[config.mk]
export PLATFORM = sky130hd
export DESIGN_NAME = core_inst_seq
export DESIGN_NICKNAME = d
export VERILOG_FILES = /design/src/rtl/core_inst_pkg.sv /design/src/rtl/core_inst_seq.sv
export SDC_FILE = /design/constraint.sdc
export NUM_CORES = 1
export LEC_CHECK = 0
export ABC_CLOCK_PERIOD_IN_PS = 3500
export BUFFER_PORTS_ARGS = -buffer_cell sky130_fd_sc_hd__buf_2
export CORE_MARGIN = 2
export CORE_UTILIZATION = 45
export DETAILED_ROUTE_END_ITERATION = 16
export GPL_TIMING_DRIVEN = 0
export PLACE_DENSITY = 0.75
export SLEW_MARGIN = 20
export SYNTH_ARGS = -nofsm -noshare
export SYNTH_HDL_FRONTEND = slang
export SYNTH_SLANG_ARGS = --single-unit
[constraint.sdc]
create_clock -name clk -period 3.5 [get_ports clk]
set_clock_uncertainty 0.15 [all_clocks]
set_input_delay 0.7 -clock clk [delete_from_list [all_inputs] [get_ports clk]]
set_output_delay 0.7 -clock clk [all_outputs]
set_load 0.05 [all_outputs]
[src/rtl/core_inst_pkg.sv]
// Shared definitions for the Q/K attention core instruction sequencer:
// phase encoding and bit positions within the 17-bit core instruction word.
package core_inst_pkg;

   localparam int INST_W = 17;

   localparam int OFIFO_RD  = 16;
   localparam int QK_ADD_HI = 15;
   localparam int QK_ADD_LO = 12;
   localparam int P_ADD_HI  = 11;
   localparam int P_ADD_LO  = 8;
   localparam int EXEC      = 7;
   localparam int KLOAD     = 6;
   localparam int QRD       = 5;
   localparam int QWR       = 4;
   localparam int KRD       = 3;
   localparam int KWR       = 2;
   localparam int PRD       = 1;
   localparam int PWR       = 0;

   typedef enum logic [3:0] {
      StIdle,
      StQwr,
      StKwr,
      StKload,
      StExec,
      StDrain,
      StPwrite,
      StPread,
      StDone
   } state_e;

endpackage

[src/rtl/core_inst_seq.sv]
// Instruction sequencer for the Q/K attention core: streams Q/K vectors into the core
// SRAMs, loads the kernel, executes, drains the output FIFO to PSUM and reads it back.
module core_inst_seq
   import core_inst_pkg::*;
#(
   parameter int unsigned col     = 8,
   parameter int unsigned bw      = 8,
   parameter int unsigned pr      = 8,
   parameter int unsigned bw_psum = 20
) (
   input  logic                 clk,
   input  logic                 reset,
   input  logic                 start,
   input  logic [3:0]           num_vec,
   input  logic [pr*bw-1:0]     in_data,
   input  logic                 in_valid,
   output logic                 in_ready,
   input  logic                 fifo_valid,
   output logic [INST_W-1:0]    inst,
   output logic [pr*bw-1:0]     mem_in,
   output logic                 rd_valid,
   output logic [2:0]           rd_add,
   output logic                 busy,
   output logic                 done
);

   if (col == 0 || col > 8 || bw_psum != 2 * bw + 4) begin : g_param_check
      $error("core_inst_seq: unsupported parameter set");
   end

   localparam logic [3:0] ColCnt = 4'(col);

   state_e              state_q, state_d;
   logic [3:0]          cnt_q, cnt_d;    // phase cycle counter (KLOAD/EXEC/PREAD)
   logic [3:0]          widx_q, widx_d;  // write index (QWR/KWR/PWRITE)
   logic [3:0]          n_q, n_d;
   logic [INST_W-1:0]   inst_d;
   logic [pr*bw-1:0]    mem_in_d;
   logic                done_d;
   logic                hs;
   logic [3:0]          last;

   // in_ready depends only on phase and write index, never on in_valid.
   always_comb begin
      in_ready = 1'b0;
      if (state_q == StQwr) begin
         in_ready = (widx_q < n_q);
      end else if (state_q == StKwr) begin
         in_ready = (widx_q < ColCnt);
      end
   end

   assign hs = in_valid & in_ready;

   always_comb begin
      state_d  = state_q;
      cnt_d    = cnt_q;
      widx_d   = widx_q;
      n_d      = n_q;
      inst_d   = '0;
      mem_in_d = '0;
      done_d   = 1'b0;
      last     = (state_q == StQwr) ? n_q - 4'd1 : ColCnt - 4'd1;
      unique case (state_q)
         StIdle: begin
            if (start && num_vec != 4'd0 && num_vec <= 4'd8) begin
               n_d     = num_vec;
               cnt_d   = '0;
               widx_d  = '0;
               state_d = StQwr;
            end
         end
         StQwr, StKwr: begin
            if (hs) begin
               if (state_q == StQwr) begin
                  inst_d[QWR] = 1'b1;
               end else begin
                  inst_d[KWR] = 1'b1;
               end
               inst_d[QK_ADD_HI-1:QK_ADD_LO] = widx_q[2:0];
               mem_in_d = in_data;
               if (widx_q == last) begin
                  widx_d  = '0;
                  state_d = (state_q == StQwr) ? StKwr : StKload;
               end else begin
                  widx_d = widx_q + 4'd1;
               end
            end
         end
         StKload: begin
            // SRAM read data lags the address by a cycle, so kernel load trails kmem_rd.
            if (cnt_q < ColCnt) begin
               inst_d[KRD] = 1'b1;
               inst_d[QK_ADD_HI-1:QK_ADD_LO] = cnt_q[2:0];
            end
            inst_d[KLOAD] = (cnt_q != 4'd0);
            if (cnt_q == ColCnt) begin
               cnt_d   = '0;
               state_d = StExec;
            end else begin
               cnt_d = cnt_q + 4'd1;
            end
         end
         StExec: begin
            if (cnt_q < n_q) begin
               inst_d[QRD] = 1'b1;
               inst_d[QK_ADD_HI-1:QK_ADD_LO] = cnt_q[2:0];
            end
            inst_d[EXEC] = (cnt_q != 4'd0);
            if (cnt_q == n_q) begin
               cnt_d   = '0;
               state_d = StDrain;
            end else begin
               cnt_d = cnt_q + 4'd1;
            end
         end
         StDrain: begin
            if (fifo_valid) begin
               widx_d  = '0;
               state_d = StPwrite;
            end
         end
         StPwrite: begin
            if (fifo_valid) begin
               inst_d[OFIFO_RD] = 1'b1;
               inst_d[PWR]      = 1'b1;
               inst_d[P_ADD_HI-1:P_ADD_LO] = widx_q[2:0];
               if (widx_q == n_q - 4'd1) begin
                  widx_d  = '0;
                  cnt_d   = '0;
                  state_d = StPread;
               end else begin
                  widx_d = widx_q + 4'd1;
               end
            end
         end
         StPread: begin
            if (cnt_q < n_q) begin
               inst_d[PRD] = 1'b1;
               inst_d[P_ADD_HI-1:P_ADD_LO] = cnt_q[2:0];
            end
            if (cnt_q == n_q) begin
               cnt_d   = '0;
               state_d = StDone;
            end else begin
               cnt_d = cnt_q + 4'd1;
            end
         end
         StDone: begin
            done_d  = 1'b1;
            state_d = StIdle;
         end
         default: state_d = StIdle;
      endcase
   end

   always_ff @(posedge clk or negedge reset) begin
      if (!reset) begin
         state_q  <= StIdle;
         cnt_q    <= '0;
         widx_q   <= '0;
         n_q      <= '0;
         inst     <= '0;
         mem_in   <= '0;
         rd_valid <= 1'b0;
         rd_add   <= '0;
         busy     <= 1'b0;
         done     <= 1'b0;
      end else begin
         state_q  <= state_d;
         cnt_q    <= cnt_d;
         widx_q   <= widx_d;
         n_q      <= n_d;
         inst     <= inst_d;
         mem_in   <= mem_in_d;
         // The core's out bus holds the PSUM row one cycle after pmem_rd.
         rd_valid <= inst[PRD];
         rd_add   <= inst[PRD] ? inst[P_ADD_HI-1:P_ADD_LO] : 3'd0;
         busy     <= (state_d != StIdle);
         done     <= done_d;
      end
   end

endmodule

# After elaboration in Yosys (flattened, before gate mapping)
# Cells that the tools add are included.
totals:
  reg_bits: 101
  inputBits: 73
  out_inout_bits: 88
  word_cells: 100
classes:
  addsub: 3
  order_cmp: 5
  eq_ne: 17
  muxes: 51
  bitwise: 1
  n_reduce_logical: 13
ops:
  columns: ["cell", "n"]
  rows:
  - ["two-way mux 64 bit", 2]
  - ["two-way mux 4 bit", 20]
  - ["one-hot mux 4 bit (4 select lines)", 2]
  - ["one-hot mux 4 bit (7 select lines)", 1]
  - ["nonzero test 4 bit", 5]
  - ["two-way mux 1 bit", 19]
  - ["== test 4 x 3 -> 1 bit (second input constant)", 4]
  - ["two-way mux 3 bit", 5]
  - ["== test 4 bit", 3]
  - ["!= test 2 bit (second input constant)", 5]
  - ["one-hot mux 3 bit (3 select lines)", 1]
  - ["adder 4 x 1 -> 4 bit (second input constant)", 2]
  - ["== test 4 x 2 -> 1 bit (second input constant)", 2]
  - ["== test 4 bit (second input constant)", 2]
  - ["less-than comparator 4 bit", 2]
  - ["less-than comparator 4 bit (second input constant)", 2]
  - ["one-hot mux 3 bit (2 select lines)", 1]
  - ["AND reduction 5 bit", 1]
  - ["== test 4 x 1 -> 1 bit (second input constant)", 1]
  - ["less-or-equal comparator 4 bit (second input constant)", 1]
  - ["logical NOT 4 bit", 1]
  - ["AND reduction 4 bit", 1]
  - ["OR reduction 2 bit", 2]
  - ["subtractor 4 x 1 -> 4 bit (second input constant)", 1]
  - ["other kinds (3)", 4]

# Logic depth before layout (Yosys ltp)
# Gate-level depths: netlist of the first run.
depth:
  ltp_word: 7
  depth_mapped: 9
  depth_no_buf: 8

# Worst setup path after synthesis of the first run
# No wires, ideal clock.
synth_timing:
  path_type: "reg-to-output"
  from: "register state_q[2]"
  to: "output port in_ready"
  arrival_ps: 2041
  t_required_ps: 2650
  slack_ps: 609
  path_stages_with_launch: 6
  path_buffers: 2
  cell_sequence: "dfrtp_1 or4b_1 buf_2 a211oi_4 a21o_1 clkbuf_1"
synth_between:
  elab_chain_cells: 3
synth_lines:
  columns: ["element", "line", "text"]
  rows:
  - ["start: declaration", "core_inst_seq.sv:33", "state_e state_q, state_d;"]
  - ["start signal: assignment", "core_inst_seq.sv:159", "state_q <= StIdle;"]
  - ["start signal: assignment", "core_inst_seq.sv:170", "state_q <= state_d;"]
  - ["== test 4 x 2 -> 1 bit", "core_inst_seq.sv:48", "end else if (state_q == StKwr) begin"]
  - ["two-way mux 1 bit", "core_inst_seq.sv:48", null]
  - ["two-way mux 1 bit (*)", "core_inst_seq.sv:46", "if (state_q == StQwr) begin"]
  - ["end: declaration", "core_inst_seq.sv:17", "output logic in_ready,"]
# Mark *: on every way between the ends. The rest lies on a longest branch, timed or not.

# Final worst setup path of the first run
# Same ends and word-level chain as after synthesis.

==> metrics.txt, run 1 <==
Initial Utilization 0.457; Design Area, Final 0.00532 mm2; post-synthesis xor/xnor area fraction 0.0162; Tightest Pin Transition 0.586 ns; met1 track demand over resource 0.267; Die Area 0.0100 mm2; Slew HR 0.604; largest family of logic cells by synthesized area simple AND/OR/NAND/NOR gates; Remaining DRCs 0; Vias 3427; Max Cap Viol 0; Core ar. 0.00911 mm2; dominant synthesized flop cell dfrtp_1; proportion of layout cells with a drive suffix above 1 0.362; #FFs+latches synth 100; final setup fails 0; Max H-tree Level 3; PwrDens 854 mW/mm2; Synth Area in Adders 0.0361; Synth Warn # 0; Cells after Synth 358; I/O Pins 161; Yosys top cell area share 0.601; largest net degree at the start of global routing a little under 60; Post-Syn Area per Cell between 10 and 15 um2; placed cells 629; sequential area share after synthesis 0.601; met2 Usage GRT 0.334; post-DP HPWL 7680 um; Tot GR Track Use 0.204; synth unique cells 46; remaining antenna violation count 0; worst reg2reg setup slack ~0.6 ns; CTS tree built; combinational cell fraction of total power 0.500; die height 100 um; Netlist Area Pre-Place 0.00416 mm2; CTS Buf Count 9; Leak 3.10 nW; Simple-Gate Fraction of Synth Area 0.205; total gr overflow 0; WL final 10300 um; clock power share 0.159; worst path arrival time 2.40 ns; CTS root buffer clkbuf_8; Final Max Slew Viols 0; hold_buf cts 0; initial antenna violation count 0; mux share of post-synthesis cell area 0.0162; Final min period 3.25 ns; Area Overhead vs Synth 27.8%; wire per inst approximately 16 um; compound-cell area share of the yosys netlist 0.0872; initial drt markers about 190; Setup CP Type flip-flop to primary output; Port Buffer Count 158; Net Sw Frac 0.477; peak supply drop 0.378 mV; worst hold slack 0.0797 ns; top cells by area, synth dfrtp_1 (60%), and3_1 (10%), ha_1 (3.6%); Reg power frac 0.341; worst-path maximum fanout 13; Int Pwr 2.38 mW; Max Fclk 0.307 GHz; type of origin of the critical path flip-flop; clock buffer depth 2; number of setup buffers added after CTS 0; row count 35; clk sink count 100; Via-to-Cell Ratio between 5 and 6; Cell Area, Placed 0.00513 mm2; asr flop ratio synth 1.00; unrepaired setup endpoints after global routing false; Antenna diodes 0; Most Crowded Layer GR met2; Final Hold Fails 0; Reg2Reg Depth 7; nets between 600 and 700; vias in the first global route 3284; Non-Filler Instances 644; Synth area leader dfrtp_1; Post-synth EDFFs 0; Min-Delay Path Class input pin to async pin; TNS Setup 0 ns; status completed; Clk Latency, worst-skew pair 0.36 ns; die width 100 um; met3 Use GR 0.0376; TritonRoute pass-1 iters 4; worst path required time 2.65 ns; Critical Path End Type primary output; fin crit share 0.929; Psw around 2.2 mW; clock-pin slew on the worst setup and hold paths 0.10 ns; first-pass GRT wire length 16100 um; GPL Wtd Cong 0.940
[registers in the layout, summed over array words and instances (netlist names)]
signal and cells:
busy 1, cnt_q 4, done 1, inst 14
mem_in 64, n_q 4, rd_add 3, rd_valid 1
state_q 4, widx_q 4
[final cells by class]
class / instances / area (um2)
clock inverters: 6 / 55.1
inverters: 13 / 48.8
repair buffers: 159 / 825
multi-input cells: 221 / 1510
well taps: 111 / 139
fillers: 792 / 3790
plain buffers: 24 / 103
flip-flops and latches: 100 / 2500
clock buffers: 10 / 138
[power groups by stage]
| stage | registers, mW | logic (mW) | clock network [mW] |
|---|---|---|---|
| 2_1_floorplan | 2.23 | 1.03 | 0 |
| 3_3_place_gp | 1.56 | 2.21 | 0 |
| 3_5_place_dp | 1.57 | 2.27 | 0 |
| 4_1_cts | 1.55 | 2.27 | 0.749 |
| 5_1_grt | 1.58 | 2.45 | 0.796 |
| 6_report | 1.55 | 2.27 | 0.721 |
[final timing paths]
check | to | start
worst max-delay path | in_ready | state_q[2]
worst min-delay path | state_q[2] | reset
worst max register to register | mem_in[49] | state_q[2]
worst min register to register | rd_valid | inst[1]
max in group asynchronous | mem_in[49] | reset
min in group clk | rd_valid | inst[1]
[cells in the final DEF, fill, tap and decap left out, drive strengths merged, types with 2 or more instances in the layout]
cell,n
and3,69
clkbuf,30
a21oi,5
nor2,15
a211oi,4
buf,163
nor4b,2
nor3b,2
nor4,5
and2,7
o22ai,3
or4,2
or2,4
o31ai,4
o211ai,3
mux2,6
nand2,12
xnor2,5
a22o,8
conb,2
nand2b,3
nand3,6
o41ai,2
nor2b,5
o21ai,10
clkinvlp,2
nor3,5
nand4,4
or3,3
a31oi,3
inv,16
dfrtp,100
ha,12
[per-layer routing]
metal | wire length, um | up-vias
li1 | - | 1607
met1 | 4280 | 1627
met2 | 5100 | 178
met3 | 719 | 15
met4 | 189 | 0
met5 | 0 | -
[worst max-delay path: stages, from the launching register on]
cell and delay (ns):
dfrtp_1 0.44, or4b_1 0.53, buf_2 0.20, a211oi_4 0.27
a21o_2 0.30, buf_2 0.30
[kinds of logic after synthesis]
group                      count (synthesis)
DFF                                      100
xor gates and xnor gates                   6
AOI/OAI and AO/OA                         49
and+or+nand+nor                          146
buffers and inverters                     38
other                                      1
muxes                                      6
adders and majority gates                 12
[timing repair]
action,in CTS,in global routing
endpoints found under the hold margin,0,0
endpoints found under the setup margin,1,1
gates resized for setup,0,1
[Yosys cell counts (all sizes together) (2+ instances only)]
library cell	instances
or2	4
clkbuf	21
or4	2
o41ai	2
o211ai	3
and2	7
nand2b	3
inv	13
dfrtp	100
a21oi	5
xnor2	5
nor4b	2
nor3b	2
nand3	6
nor2	15
or3	3
nor3	5
a22o	8
o22ai	3
a211oi	4
o31ai	4
mux2	6
a31oi	3
and3	69
buf	4
nor4	5
nor2b	5
ha	12
nand2	12
nand4	4
o21ai	10
[stage by stage]
step | setup slack [ns] | power (mW) | util
floorplan | 0.609 | 3.26 | -
global placement | 0.419 | 3.78 | 0.559
detailed placement | 0.359 | 3.84 | 0.563
CTS | 0.0969 | 4.57 | 0.584
global route | 0.135 | 4.83 | 0.584
finish | 0.248 | 4.54 | 0.584
No activity file was read; power rests on OpenSTA's default activity.
==> run 2: changes to the inputs <==
--- a/config.mk
+++ b/config.mk
@@ -5,13 +5,14 @@
 export SDC_FILE = /design/constraint.sdc
 export NUM_CORES = 1
 export LEC_CHECK = 0
+export ABC_AREA = 1
 export ABC_CLOCK_PERIOD_IN_PS = 3500
 export BUFFER_PORTS_ARGS = -buffer_cell sky130_fd_sc_hd__buf_2
 export CORE_MARGIN = 2
 export CORE_UTILIZATION = 45
 export DETAILED_ROUTE_END_ITERATION = 16
 export GPL_TIMING_DRIVEN = 0
-export PLACE_DENSITY = 0.75
+export PLACE_DENSITY = 0.74
 export SLEW_MARGIN = 20
 export SYNTH_ARGS = -nofsm -noshare
 export SYNTH_HDL_FRONTEND = slang
==> run 2 against run 1 <==
Against the previous run: core utilization grew 0.75 points; first-iteration DRC count grew 16%; count of clock-buffer cells in the layout shrank 1; critical endpoint unchanged.
==> metrics.txt, run 2 <==
vias in the first global route 3272 (-0.37%); Max H-tree Level 3 (unchanged); CTS Buf Count 9 (unchanged); Psw 0.501 mW (-77%); Via-to-Cell Ratio 4.57 (-14%); Post-Syn Area per Cell 8.96 um2 (-23%); WL final 9770 um (-5.0%); hold_buf cts 0 (unchanged); Tot GR Track Use 0.194 (-0.0105); clock buffer depth 2 (unchanged); Yosys top cell area share 0.593 (-0.00820); total gr overflow 0 (unchanged); post-DP HPWL 7530 um (-1.9%); number of setup buffers added after CTS 0 (unchanged); TNS Setup 0 ns (unchanged); top cells by area, synth dfrtp_1 (59%), inv_1 (10%), nor2_1 (7.6%); Area Overhead vs Synth 28.3%; final setup fails 0 (unchanged); Netlist Area Pre-Place 0.00422 mm2 (+1.4%); max FFs per register 64 (unchanged); clock-pin slew on the worst setup and hold paths 0.10 ns (about the same); most common cell after layout, fill and taps aside buf_2; Synth Warn # 0 (unchanged); row count 35 (unchanged); GPL Wtd Cong 0.907 (-3.5%); peak supply drop 0.199 mV (-47%); Core ar. 0.00915 mm2 (+0.48%); die width 101 um (+0.66%); remaining antenna violation count 0 (unchanged); register name with the most flops mem_in; Core Util, Final 0.591 (+0.00746); Vias 3464 (+1.1%); Final min period 2.71 ns (-0.545 ns); first-pass GRT wire length 15200 um (-5.2%); status completed; Antenna diodes 0 (unchanged); Max Fclk 0.369 GHz (+20%); PwrDens 379 mW/mm2 (-56%); Max Cap Viol 0 (unchanged); worst path arrival time 1.86 ns (-0.54 ns); Clk Latency, worst-skew pair 0.36 ns (about the same); CTS tree built; Final Hold Fails 0 (unchanged); largest net degree at the start of global routing 78 (+32%); post-cts gate resize count 0 (unchanged); Initial Utilization 0.461 (+0.00410); Net Sw Frac 0.244 (-0.233); synth unique cells 26 (-43%); fin crit share 0.774 (-0.156); sequential area share after synthesis 0.593 (-0.00820); die height 101 um (+0.66%); Min-Delay Path Class input pin to async pin; Die Area 0.0102 mm2 (+1.3%); FILL cells 804 (+1.5%); Cells after Synth 471 (+32%); I/O Pins 161 (unchanged); clk sink count 100 (unchanged); Setup CP Type flip-flop to primary output; worst-path maximum fanout 7 (-6); dominant synthesized flop cell dfrtp_1; nets 727 (+19%); Commonest cells post-synth inv_1 (117), dfrtp_1 (100), nor2_1 (85), nand2_1 (61), nand3_1 (24); Int Pwr 1.55 mW (-35%); worst path required time 2.65 ns (about the same); Reg power frac 0.562 (+0.221); Final Max Slew Viols 0 (unchanged); Port Buffer Count 158 (unchanged); biggest regs mem_in x64, inst x14; type of origin of the critical path flip-flop; Remaining DRCs 0 (unchanged); Leak 3.53 nW (+14%); wire per inst 12.9 um (-19%); highest-count cells in the layout ignoring fill and taps buf_2 (161), inv_1 (117), dfrtp_1 (100), nor2_1 (85), nand2_1 (61); initial drt markers 221 (+16%); unrepaired setup endpoints after global routing false; #FFs+latches synth 100 (unchanged); asr flop ratio synth 1.00 (unchanged); proportion of layout cells with a drive suffix above 1 0.301 (-0.0607); initial antenna violation count 0 (unchanged); count leader, synth inv_1; TritonRoute pass-1 iters 5 (+1); worst reg2reg setup slack 1.36 ns (+0.76 ns); combinational cell fraction of total power 0.045 (-0.455); clock power share 0.393 (+0.234); Post-synth EDFFs 0 (unchanged); CTS root buffer clkbuf_8; Critical Path End Type primary output; Synth area leader dfrtp_1
[run 2: changes by cell type after synthesis, sizes merged, moves of 18 or more]
cell	change
inv	+107
nor2	+74
nand2	+50
and3	-69
nand3	+18
clkbuf	-21
[run 2: final timing paths]
path	start	cells past startpoint	end
max in group asynchronous	reset	2	inst[10]
worst max register to register	n_q[3]	13	busy
worst min-delay path	reset	1	n_q[3]
worst min register to register	inst[1]	0	rd_valid
worst max-delay path	widx_q[0]	11	in_ready
min in group clk	inst[1]	0	rd_valid
[run 2: logic make-up (layout without fill, tap and decap cells)]
kind of cell | after synthesis | count (layout) | share of synthesized area
other | 1 | 2 | 0.000889
and+or+nand+nor | 187 | 187 | 0.186
adders and majority gates | 12 | 12 | 0.0356
xor gates and xnor gates | 4 | 4 | 0.00830
buffers and inverters | 130 | 305 | 0.125
AOI/OAI and AO/OA | 37 | 37 | 0.0516
DFF | 100 | 100 | 0.593
[run 2: layout make-up]
cell class / instances / area, um2 / area share
buffer: 10 / 76.3 / 0.0141
clock buffer: 9 / 124 / 0.0229
clock inverter: 7 / 103 / 0.0190
inverter: 120 / 450 / 0.0832
multi-input combinational: 242 / 1190 / 0.221
sequential: 100 / 2500 / 0.462
tap: 111 / 139 / 0.0257
timing repair buffer: 159 / 825 / 0.152
[run 2: critical path, stage by stage (launching register included)]
cell and delay (ns):
dfrtp_1 0.43, inv_1 0.19, ha_1 0.18, inv_1 0.04, nand2_1 0.05, nand2_1 0.06, nand2_1 0.06, nand2_1 0.05
nand2_1 0.06, nand2_2 0.07, inv_1 0.05, buf_2 0.25
[run 2: per-layer routing]
metal,up-vias,track usage,part of all wire
met2,114,0.346,0.51
met4,0,0.0495,0.0070
met1,1609,0.235,0.42
met5,-,0,0
li1,1736,-,-
met3,5,0.0458,0.063
[run 2: power groups by stage]
stage | clock, mW | sequential (mW) | combinational [mW]
after floorplan | 0 | 1.18 | 0.0229
after global placement | 0 | 1.18 | 0.0864
after detailed placement | 0 | 1.18 | 0.0934
after CTS | 0.828 | 1.15 | 0.0941
after global routing | 0.871 | 1.15 | 0.105
final | 0.806 | 1.15 | 0.0920
[run 2: stage by stage]
step | hold slack, ns | power, mW | setup WS, ns | cells | cell area [um2]
3_5_place_dp | 0.287 | 1.27 | 1.20 | 742 | 5190
5_1_grt | 0.0126 | 2.13 | 0.665 | 758 | 5410
4_1_cts | 0.0104 | 2.08 | 0.770 | 758 | 5410
3_3_place_gp | 0.279 | 1.26 | 0.642 | 741 | 5150
2_1_floorplan | 0.254 | 1.20 | 1.31 | 472 | 4220
6_report | 0.0257 | 2.05 | 0.793 | 758 | 5410
==> run 3: changes to the inputs <==
--- a/config.mk
+++ b/config.mk
@@ -6,13 +6,13 @@
 export NUM_CORES = 1
 export LEC_CHECK = 0
 export ABC_AREA = 1
-export ABC_CLOCK_PERIOD_IN_PS = 3500
+export ABC_CLOCK_PERIOD_IN_PS = 2300
 export BUFFER_PORTS_ARGS = -buffer_cell sky130_fd_sc_hd__buf_2
 export CORE_MARGIN = 2
-export CORE_UTILIZATION = 45
+export CORE_UTILIZATION = 44
 export DETAILED_ROUTE_END_ITERATION = 16
 export GPL_TIMING_DRIVEN = 0
-export PLACE_DENSITY = 0.74
+export PLACE_DENSITY = 0.76
 export SLEW_MARGIN = 20
 export SYNTH_ARGS = -nofsm -noshare
 export SYNTH_HDL_FRONTEND = slang
==> constraint.sdc (replaced) <==
create_clock -name clk -period 2.3 [get_ports clk]
set_clock_uncertainty 0.15 [all_clocks]
set_input_delay 0.46 -clock clk [delete_from_list [all_inputs] [get_ports clk]]
set_output_delay 0.46 -clock clk [all_outputs]
set_load 0.05 [all_outputs]
==> run 3 against run 2 <==
Against the previous run: sequential share of layout area fell by 1.6 points; non-clock buffer count rose by 13; core utilization rose by 1.3 points; routed wire length rose by 3.1%; flip-flop and latch count did not move; setup slack got worse by 0.71 ns; highest routed layer unchanged.
==> metrics.txt, run 3 (synthesis results as in run 2) <==
Port Buffer Count 158 (unchanged); post-DP HPWL 7630 um (+1.3%); Area Overhead vs Synth 33.1%; TNS Setup 0 ns (unchanged); total gr overflow 0 (unchanged); die width 102 um (+1.1%); CTS Buf Count 9 (unchanged); peak supply drop 0.375 mV (+88%); Multi-input gate area 0.00124 mm2 (+4.2%); Final Max Slew Viols 0 (unchanged); Core ar. 0.00928 mm2 (+1.4%); hold path depth 3; worst-path maximum fanout 4 (-3); Non-Filler Instances 789 (+4.1%); PwrDens 571 mW/mm2 (+51%); Die Area 0.0104 mm2 (+2.2%); Tot GR Track Use 0.190 (-0.00402); unrepaired setup endpoints after global routing true; placed cells 760 (+2.4%); CTS tree built; vias in the first global route 3351 (+2.4%); Vias 3497 (+0.95%); TritonRoute pass-1 iters 4 (-1); CP top delay family flip-flops; worst path cell trace inv_2 > ha_4 > nand2_2 > inv_1 > nand2_1 > nand2_1 > nand2_1 > nand2_2 > inv_2 > buf_8; Min-Delay Path Class input pin to flip-flop; WL final 10100 um (+3.1%); Max Fclk 0.452 GHz; worst path required time 1.69 ns (-0.96 ns); initial drt markers 174 (-21%); clock-pin slew on the worst setup and hold paths 0.11 ns (about the same); Worst path most repeated cell nand2_1; initial antenna violation count 0 (unchanged); sequential cell area 0.00251 mm2 (+0.15%); fin crit share 0.962; nets 740 (+1.8%); type of origin of the critical path flip-flop; Initial Utilization 0.454 (-0.00652); Remaining DRCs 0 (unchanged); max FFs per register 64 (unchanged); r2r startpoint n_q[2]; Leak 3.60 nW (+1.8%); largest net degree at the start of global routing 81 (+3.8%); GPL Wtd Cong 0.909 (+0.22%); status completed; worst path arrival time 1.60 ns (-0.26 ns); Final Hold Fails 0 (unchanged); most common cell after layout, fill and taps aside buf_2; worst reg2reg setup slack 0.21 ns (-1.15 ns); biggest regs mem_in x64, inst x14; register name with the most flops mem_in; Critical-path top delay cell dfrtp_1; Setup CP Type flip-flop to primary output; FILL cells 814 (+1.2%); Final min period 2.21 ns; Clk Latency, worst-skew pair 0.37 ns (about the same); Antenna diodes 0 (unchanged); highest cell delay on the worst timing path 0.40 ns (-0.03 ns); row count 35 (unchanged); Reg2Reg Depth 14 (+1); Hold EP mem_in[33]; Critical Path End Type primary output; I/O Pins 161 (unchanged); Via-to-Cell Ratio 4.43 (-3.0%); CP bufs+invs 4 (unchanged); source of the worst hold timing path in_data[33]; clock buffer depth 2 (unchanged); Max H-tree Level 3 (unchanged); highest-count cells in the layout ignoring fill and taps buf_2 (160), inv_1 (111), dfrtp_1 (97), nor2_1 (85), nand2_1 (60); Max Cap Viol 0 (unchanged); worst r2r dst busy; proportion of layout cells with a drive suffix above 1 0.336 (+0.0350); wire per inst 12.8 um (-0.96%); clk sink count 100 (unchanged); crit path from n_q[2]; first-pass GRT wire length 15200 um (about the same); CTS root buffer clkbuf_8; die height 102 um (+1.1%); final setup fails 0 (unchanged); remaining antenna violation count 0 (unchanged)
-- run 3: cell count changes in the layout (fill, tap and decap cells not counted), moves of 2 or more --
cell,previous run,this run
inv_6,2,0
ha_1,12,9
buf_4,3,15
inv_2,3,9
dfrtp_2,0,3
dfrtp_1,100,97
inv_1,117,111
ha_4,0,3
-- run 3: how the worst max path moves through the flow --
stage,cells after the start,endpoint,slack [ns]
3_5_place_dp,11,busy,0.16
5_1_grt,7,in_ready,-0.04
2_1_floorplan,9,in_ready,0.35
6_report,10,in_ready,0.09
4_1_cts,9,in_ready,0.0006
3_3_place_gp,1,mem_in[4],-0.32
-- run 3: where the power goes --
part	switching, mW	leakage [nW]	total, mW	internal [mW]
logic	0.0789	2.14	0.141	0.0616
clock network	0.663	0.122	1.31	0.647
registers	0	1.33	1.76	1.76
-- run 3: cell type report --
cell class	count	share of cell area
Timing Repair Buffer	172	0.166
Clock buffer	9	0.0221
Multi-Input combinational cell	242	0.221
Tap cell	129	0.0287
Inverter	120	0.0802
Clock inverter	7	0.0212
Buffer	10	0.0136
Sequential cell	100	0.446
-- run 3: repair_timing --
item / 4_1_cts / 5_1_grt
endpoints found under the setup margin: 1 / 2
setup buffers: 6 / 6
resized for setup: 9 / 9
pin swaps: 0 / 1
endpoints found under the hold margin: 20 / 0
hold buffers: 1 / 0
-- run 3: worst reg2reg max path, stage by stage, from the launching register on --
cell and delay (ns):
dfrtp_1 0.38, inv_2 0.07, buf_4 0.13, ha_1 0.27
nand2_1 0.05, inv_1 0.07, nand3_2 0.14, nand2_1 0.09
o21ai_0 0.11, nor2_1 0.14, nand2_1 0.07, a21oi_1 0.13
nand2_1 0.09, inv_1 0.06, nand2_1 0.05
-- run 3: through the flow --
stage | power, mW | instance area [um2] | setup WS (ns) | hold slack [ns] | util
3_5_place_dp | 1.93 | 5210 | 0.159 | 0.169 | 0.561
2_1_floorplan | 1.83 | 4220 | 0.346 | 0.0144 | -
5_1_grt | 3.33 | 5620 | -0.0369 | 0.115 | 0.605
4_1_cts | 3.25 | 5520 | 0.000602 | 0.111 | 0.594
3_3_place_gp | 1.92 | 5170 | -0.323 | 0.282 | 0.557
6_report | 3.21 | 5620 | 0.0872 | 0.132 | 0.605
-- run 3: per-layer routing --
layer  vias up  part of all wire  global-route usage
li1       1764                 -                   -
met1      1598              0.41               0.228
met2       121              0.49               0.339
met3        14             0.080              0.0499
met4         0             0.015              0.0513
met5         -                 0                   0
